===== src/rtl/mul_share_arbiter.sv =====
// Round-robin front end that shares one sequential multiplier between NREQ clients.
// Each job runs IDLE -> ISSUE -> WAIT -> RESP. A multiplier that never finishes is
// cut off after TIMEOUT cycles in WAIT and answered with an error response.
module mul_share_arbiter #(
  parameter int unsigned NREQ    = 4,
  parameter int unsigned WIDTH   = 32,
  parameter int unsigned TIMEOUT = 64
) (
  input  logic                     clk,
  input  logic                     rstn,
  input  logic [NREQ-1:0]          req,
  input  logic [NREQ*WIDTH-1:0]    req_multiplicand,
  input  logic [NREQ*WIDTH-1:0]    req_multiplier,
  output logic [NREQ-1:0]          ack,
  output logic [NREQ-1:0]          done,
  output logic [2*WIDTH-1:0]       rsp_product,
  output logic [$clog2(NREQ)-1:0]  rsp_id,
  output logic                     rsp_error,
  output logic                     busy,
  output logic                     mul_start,
  output logic [WIDTH-1:0]         mul_multiplicand,
  output logic [WIDTH-1:0]         mul_multiplier,
  input  logic [2*WIDTH-1:0]       mul_product,
  input  logic                     mul_finish
);

  localparam int unsigned IdW = $clog2(NREQ);
  localparam int unsigned TW  = $clog2(TIMEOUT);

  typedef enum logic [1:0] {StIdle, StIssue, StWait, StResp} state_e;

  state_e               state_q, state_d;
  logic [IdW-1:0]       last_grant_q, last_grant_d;
  logic [IdW-1:0]       id_q, id_d;
  logic [TW-1:0]        timer_q, timer_d;
  logic [NREQ-1:0]      ack_q, ack_d;
  logic [NREQ-1:0]      done_q, done_d;
  logic                 mul_start_q, mul_start_d;
  logic [WIDTH-1:0]     mul_a_q, mul_a_d;
  logic [WIDTH-1:0]     mul_b_q, mul_b_d;
  logic [2*WIDTH-1:0]   rsp_product_q, rsp_product_d;
  logic                 rsp_error_q, rsp_error_d;
  logic                 busy_q, busy_d;

  logic                 grant_vld;
  int unsigned          grant_idx;
  int unsigned          cand;

  // Round-robin pick: first requester above last_grant, wrapping at NREQ.
  always_comb begin
    grant_vld = 1'b0;
    grant_idx = 0;
    cand      = 0;
    for (int unsigned k = 1; k <= NREQ; k++) begin
      cand = (32'(last_grant_q) + k) % NREQ;
      if (!grant_vld && req[cand]) begin
        grant_vld = 1'b1;
        grant_idx = cand;
      end
    end
  end

  // Next-state and registered-output computation for the job sequencer.
  always_comb begin
    state_d       = state_q;
    last_grant_d  = last_grant_q;
    id_d          = id_q;
    timer_d       = timer_q;
    ack_d         = '0;
    done_d        = '0;
    mul_start_d   = 1'b0;
    mul_a_d       = mul_a_q;
    mul_b_d       = mul_b_q;
    rsp_product_d = rsp_product_q;
    rsp_error_d   = rsp_error_q;

    unique case (state_q)
      StIdle: begin
        if (grant_vld) begin
          id_d        = IdW'(grant_idx);
          mul_a_d     = req_multiplicand[grant_idx*WIDTH +: WIDTH];
          mul_b_d     = req_multiplier[grant_idx*WIDTH +: WIDTH];
          // ack and start are registered so they appear during ISSUE.
          ack_d       = NREQ'(1) << grant_idx;
          mul_start_d = 1'b1;
          state_d     = StIssue;
        end
      end
      StIssue: begin
        timer_d = '0;
        state_d = StWait;
      end
      StWait: begin
        // Finish takes priority over a coincident timeout.
        if (mul_finish) begin
          rsp_product_d = mul_product;
          rsp_error_d   = 1'b0;
          done_d        = NREQ'(1) << id_q;
          state_d       = StResp;
        end else if (timer_q == TW'(TIMEOUT - 1)) begin
          rsp_product_d = '0;
          rsp_error_d   = 1'b1;
          done_d        = NREQ'(1) << id_q;
          state_d       = StResp;
        end else begin
          timer_d = timer_q + 1'b1;
        end
      end
      StResp: begin
        last_grant_d = id_q;
        state_d      = StIdle;
      end
      default: state_d = StIdle;
    endcase

    busy_d = (state_d != StIdle);
  end

  // State and output registers; reset abandons any job in flight.
  always_ff @(posedge clk or negedge rstn) begin
    if (!rstn) begin
      state_q       <= StIdle;
      last_grant_q  <= IdW'(NREQ - 1);
      id_q          <= '0;
      timer_q       <= '0;
      ack_q         <= '0;
      done_q        <= '0;
      mul_start_q   <= 1'b0;
      mul_a_q       <= '0;
      mul_b_q       <= '0;
      rsp_product_q <= '0;
      rsp_error_q   <= 1'b0;
      busy_q        <= 1'b0;
    end else begin
      state_q       <= state_d;
      last_grant_q  <= last_grant_d;
      id_q          <= id_d;
      timer_q       <= timer_d;
      ack_q         <= ack_d;
      done_q        <= done_d;
      mul_start_q   <= mul_start_d;
      mul_a_q       <= mul_a_d;
      mul_b_q       <= mul_b_d;
      rsp_product_q <= rsp_product_d;
      rsp_error_q   <= rsp_error_d;
      busy_q        <= busy_d;
    end
  end

  assign ack              = ack_q;
  assign done             = done_q;
  assign rsp_product      = rsp_product_q;
  assign rsp_id           = id_q;
  assign rsp_error        = rsp_error_q;
  assign busy             = busy_q;
  assign mul_start        = mul_start_q;
  assign mul_multiplicand = mul_a_q;
  assign mul_multiplier   = mul_b_q;

endmodule


===== config.mk =====
export PLATFORM = sky130hd
export DESIGN_NAME = mul_share_arbiter
export DESIGN_NICKNAME = d
export VERILOG_FILES = /design/src/rtl/mul_share_arbiter.sv
export SDC_FILE = /design/constraint.sdc
export NUM_CORES = 1
export LEC_CHECK = 0
export CAP_MARGIN = 20
export CELL_PAD_IN_SITES_DETAIL_PLACEMENT = 1
export CELL_PAD_IN_SITES_GLOBAL_PLACEMENT = 1
export CORE_AREA = 4 4 180 182
export CTS_CLUSTER_DIAMETER = 50
export DETAILED_ROUTE_END_ITERATION = 16
export DIE_AREA = 0 0 184 186
export PLACE_DENSITY_LB_ADDON = 0.15
export SLEW_MARGIN = 20
export SYNTH_ARGS = -nofsm -noshare
export SYNTH_HDL_FRONTEND = slang
export SYNTH_SLANG_ARGS = --single-unit

===== constraint.sdc =====
create_clock -name clk -period 2.9 [get_ports clk]
set_input_delay 0.435 -clock clk [delete_from_list [all_inputs] [get_ports clk]]
set_output_delay 0.435 -clock clk [all_outputs]
set_load 0.02 [all_outputs]

======== Word level (Yosys, flattened, before mapping) ========
Index checks and enable logic that the tools add are counted.
cells by class
  add/sub/neg operators ................... 5
  order comparisons ....................... 4
  equal/unequal tests ..................... 6
  shift-type cells ........................ 4
  multiplexer cells ....................... 34
  reductions and logical operators ........ 13
operators by type and width
  kind                                                                  number
  128-bit by 33-bit indexed part select with 32-bit output              2
  64-bit two-way mux                                                    2
  32-bit two-way mux                                                    2
  1-bit by 32-bit left shift with 4-bit output, first input constant    1
  4-bit two-way mux                                                     5
  2-bit by 3-bit < comparator with 1-bit output, second input constant  4
  1-bit two-way mux                                                     12
  6-bit two-way mux                                                     2
  6-bit one-hot mux with 2 select lines                                 1
  2-bit two-way mux                                                     5
  1-bit binary-select mux with 2-bit select                             4
  2-bit one-hot mux with 4 select lines                                 1
  6-bit by 1-bit adder with 6-bit output, second input constant         1
  6-bit equality test, second input constant                            1
  2-bit nonzero test                                                    3
  2-bit by 1-bit adder with 2-bit output, second input constant         2
  2-bit adder, second input constant                                    2
  2-bit equality test, second input constant                            2
  2-bit != test, second input constant                                  2
  2-bit AND reduction                                                   2
  1-bit by 2-bit left shift with 4-bit output, first input constant     1
  1-bit logical AND                                                     3
  1-bit zero test                                                       3
  3-bit AND reduction                                                   1
  other kinds (2)                                                       2
storage, ports and cells
  register bits ........................... 151
  bits of input ports ..................... 327
  output and inout port bits .............. 141

======== Depth between registers and ports, before layout ========
  depth after elaboration ................. 16
  gate-level depth with buffers ........... 9
  mapped depth without buffers ............ 7

======== Worst setup path before layout ========
No wires, ideal clock.
  kind .................................... flip-flop to flip-flop
  start ................................... register last_grant_q[1]
  end ..................................... register mul_b_q[10], in the netlist mul_multiplier[10]
  library setup time ...................... 0.126 ns
  data arrival time ....................... 2.033 ns
  data required time ...................... 2.774 ns
  setup slack ............................. 0.741 ns
  cell stages (with the launch flop) ...... 7
  cell sequence ........................... dfstp_2 > buf_4 > mux2i_1 > o221a_1 > clkbuf_1 > mux2_2 > a221o_1
on the way
  word-level cells in the longest chain between the ends .. 14
  elaborated cells between the ends (all ways) .. 28
RTL lines
  item                                                                                             RTL line  RTL
  start: declaration                                                                               33        logic [IdW-1:0] last_grant_q, last_grant_d;
  start signal: assignment                                                                         123       last_grant_q <= IdW'(NREQ - 1);
  start signal: assignment                                                                         136       last_grant_q <= last_grant_d;
  2-bit by 1-bit adder with 2-bit output                                                           55        cand = (32'(last_grant_q) + k) % NREQ;
  1-bit binary-select mux with 2-bit select                                                        56        if (!grant_vld && req[cand]) begin
  1-bit two-way mux (implied by the code)                                                          56
  1-bit two-way mux                                                                                56
  1-bit zero test                                                                                  56
  1-bit logical AND                                                                                56
  1-bit two-way mux                                                                                56
  1-bit zero test                                                                                  56
  1-bit logical AND                                                                                56
  1-bit two-way mux                                                                                56
  1-bit zero test                                                                                  56
  1-bit logical AND                                                                                56
  32-bit two-way mux or 1-bit two-way mux (tied branches)                                          56
  128-bit by 33-bit indexed part select with 32-bit output or 2-bit AND reduction (tied branches)  n/a
  end signal: assignment                                                                           143       mul_b_q <= mul_b_d;
  end: declaration                                                                                 40        logic [WIDTH-1:0] mul_b_q, mul_b_d;
Several ways; a longest one is shown, not always the timed one. The select of a mux whose other input is x is not followed.
A chain may end at the register's enable or synchronous reset.

======== Final worst setup path ========
  start ................................... register last_grant_q[1]
  end ..................................... register mul_a_q[21], in the netlist mul_multiplicand[21]
on the way
  word-level cells in the longest chain between the ends .. 14
  elaborated cells between the ends (all ways) .. 28
RTL lines
  item                                                                                             RTL line  RTL
  2-bit by 1-bit adder with 2-bit output                                                           55
  1-bit binary-select mux with 2-bit select                                                        56
  1-bit two-way mux (implied by the code)                                                          56
  1-bit two-way mux                                                                                56
  1-bit zero test                                                                                  56
  1-bit logical AND                                                                                56
  1-bit two-way mux                                                                                56
  1-bit zero test                                                                                  56
  1-bit logical AND                                                                                56
  1-bit two-way mux                                                                                56
  1-bit zero test                                                                                  56
  1-bit logical AND                                                                                56
  32-bit two-way mux or 1-bit two-way mux (tied branches)                                          56
  128-bit by 33-bit indexed part select with 32-bit output or 2-bit AND reduction (tied branches)  n/a
  end signal: assignment                                                                           142       mul_a_q <= mul_a_d;
  end: declaration                                                                                 39        logic [WIDTH-1:0] mul_a_q, mul_a_d;
Several ways; a longest one is shown, not always the timed one. The select of a mux whose other input is x is not followed.

==> results.txt <==
Status: finished clean
Vias: 7664
Buffers on Ports: 467
Fmax: 422 MHz
RSZ-0062 raised after global routing: false
Switch Pwr: 5.63 mW
NumNets Final: 1454
Final cycle utilization of the critical path: 81.7%
Die width: 184 µm
First-pass GRT wire length: 51400 µm
Starting Density: 26.4%
Residual DRC: 0
Row count: 64
Final ANT Viol Nets: 0
Crit. End Element: register
Max Buffers Root-to-Sink: 2
Hold Vio Cnt, Final: 0
CP Launch Type: register
DR WL/cell: 22.9 µm
Fin. max-slew vios: 0
First drt pass iteration count: 4
Worst reg2reg path depth: 5
Syn_nets: 1015
Vias/cell: 5.00
Yosys warning count: 0
DP Wirelength: 26500 µm
H-tree depth: 4
Seq pwr share: 26.7%
Logic gate share of total power: 56.7%
Pint: 8.22 mW
Clk network pwr share: 16.7%
CTS root buffer: clkbuf_16
Max_slew headroom: 49.8%
I/O Pins: 468
Routed Wire Length: 35200 µm
Net Sw Frac: 40.7%
Worst EP arrival: 2.67 ns
Minimum clock period after layout: 2.37 ns
Fill count: 3226
Internal reg-to-reg setup slack: 0.53 ns
Worst flop-to-flop path endpoint: mul_multiplicand[21]$_DFFE_PN0P_
Yosys reg bits: 151
Hold_ws: 0.490 ns
Number of distinct library cells after synthesis: 40
Setup violators final: 0
Setup crit end: mul_multiplicand[21]$_DFFE_PN0P_
Initial antenna violation count: 7
Overflow after GRT: 0
1st-iter DRT viols: 287
Max VDD drop: 0.000530 V
Power density cells: 1000 nW/µm²
Syn avg cell area: 11.8 µm²
Worst Hold Class: in -> async
Critical R2R Launch: last_grant_q[1]$_DFFE_PN1N_
Synth Cell Area: 8070 µm²
Worst-path clk slew: 0.08 ns
Worst Path Max Fanout: 44
Area Growth Syn to Fin: 71.5%
Largest net degree at the start of global routing: 80
Leakage power: 5.78 nW
Worst EP required: 3.21 ns
Post-CTS Setup Inserts: 0
Total CTS buffers: 17
Core outline area: 30600 µm²
Sequential fraction of the synthesis area: 46.8%
TritonCTS Sinks: 151
Max-cap viol count: 0
Die height: 186 µm
Post-Synthesis Cells: 683
Die area: 34200 µm²
Clock skew: 0.0159 ns
Worst slew pin tran: 0.753 ns
Vias in the first global route: 8377
Clk Latency, worst-skew pair: 0.42 ns
Share of layout cells above drive strength 1: 11.6%
Type of the worst setup path: reg -> reg
Crit path launch: last_grant_q[1]$_DFFE_PN1N_
Total global-route track usage: 19.5%
RePlAce Congestion: 0.802
TNS Setup: 0 ns
CTS tree: built
[repair_timing]
action	4_1_cts	5_1_grt
hold endpoints to repair	39	0
resized for setup	0	0
hold buffers	1	0
[cells by family after synthesis]
family,Yosys count,share of synthesized area (%)
AND/OR/NAND/NOR,171,10.6
adder cells (fa/ha/maj),5,0.775
buffers and inverters,76,5.14
flip-flops,151,46.8
multiplexers,135,20.1
AO/OA/AOI/OAI,145,16.6
[state kept, by name, summed over array words and instances, names as in the netlist]
signal,cells
rsp_error,1
timer_q,6
state_q,2
done,4
busy,1
rsp_id,2
mul_multiplicand,32
ack,4
mul_start,1
rsp_product,64
last_grant_q,2
mul_multiplier,32
[area by class of cell]
type / count / area [µm²] / share of cell area, %
clock inverter: 14 / 163 / 1.17
multi-input combinational: 456 / 3920 / 28.3
tap: 396 / 495 / 3.58
antenna: 3 / 7.51 / 0.0542
clock buffer: 17 / 425 / 3.07
sequential: 151 / 3780 / 27.3
timing repair buffer: 492 / 5040 / 36.4
inverter: 4 / 17.5 / 0.126
[power by group through the flow]
stage	combinational [mW]	sequential (mW)	clock (mW)
after floorplan	3.40	4.70	0
after CTS	7.97	3.71	2.39
final	7.85	3.70	2.31
after global routing	8.39	3.82	2.48
after detailed placement	7.96	3.72	0
after global placement	7.83	3.71	0
[worst max-delay path, stage by stage, from the launching register on]
cell and delay, ns:
dfstp_2 0.63, mux2i_1 0.24, o221a_4 0.35, buf_12 0.34
mux2_4 0.34, a221o_1 0.33
[synthesized netlist by cell type, drive strengths merged]
cell    count  share of area (%)
clkbuf     41                1.9
mux2i      69                8.6
nand2      15               0.70
o32ai       1               0.20
nor3b       3               0.28
inv         4               0.19
o21a        1              0.093
a21oi       5               0.31
and4b       1               0.12
o21ai       4               0.25
and3b       1               0.11
a221oi      1               0.11
buf        31                3.1
nand3     130                8.1
a221o      64                7.9
and3        3               0.23
nor2b       2               0.15
and2        1              0.078
dfstp       2               0.65
mux2       66                 12
ha          5               0.77
nand4       1              0.078
o41ai       2               0.45
a31oi       1              0.078
a22o       64                6.9
nor3        2               0.12
or2         1              0.078
nor2       10               0.46
o221a       1               0.14
nand2b      1              0.078
dfrtp     149                 46
o311ai      1               0.11
[worst min path at each step]
| stage | startpoint | endpoint | slack [ns] | cells after the start |
|---|---|---|---|---|
| after floorplan | rstn | ack[0]$_DFF_PN0_ | 0.14 | 0 |
| after global placement | rstn | rsp_product[40]$_DFFE_PN0P_ | 0.39 | 1 |
| after detailed placement | rstn | rsp_product[62]$_DFFE_PN0P_ | 0.40 | 1 |
| after CTS | rstn | rsp_product[51]$_DFFE_PN0P_ | 0.50 | 2 |
| after global routing | rstn | rsp_product[62]$_DFFE_PN0P_ | 0.53 | 2 |
| final | rstn | rsp_product[51]$_DFFE_PN0P_ | 0.49 | 2 |
[stage by stage]
step / util [%] / cells / instance area (µm²) / setup WS [ns] / power (mW)
floorplan: - / 683 / 8070 / 0.741 / 8.10
global placement: 43.3 / 1498 / 13200 / 0.209 / 11.5
detailed placement: 43.3 / 1498 / 13200 / 0.154 / 11.7
CTS: 45.2 / 1530 / 13800 / 0.489 / 14.1
global route: 45.3 / 1533 / 13800 / 0.395 / 14.7
finish: 45.3 / 1533 / 13800 / 0.531 / 13.9
[routing by layer]
layer  vias up  routed length, µm  GRT usage [%]
li1       3516                  -              -
met4         8                682           5.97
met3        43               3320           7.47
met1      3768              13700           22.5
met2       329              17400           33.7
met5         -                 55              0
[placed cells by master (no fill, tap or decap), types with 2 or more instances in the layout]
cell,count
a21oi_1,5
diode_2,3
mux2i_1,69
nor3b_1,3
nor2_1,9
dfstp_2,2
clkinv_8,2
a22o_1,64
nor2b_1,2
nand2_1,15
mux2_4,50
dfrtp_1,149
buf_4,10
mux2_2,16
o21ai_0,3
nand3_1,130
nor3_1,2
and3_1,3
clkbuf_16,17
ha_1,5
inv_8,2
clkdlybuf4s50_1,466
inv_6,4
buf_12,14
clkinv_4,4
inv_1,3
a221o_1,64
No activity file was read; power rests on OpenSTA's default activity.
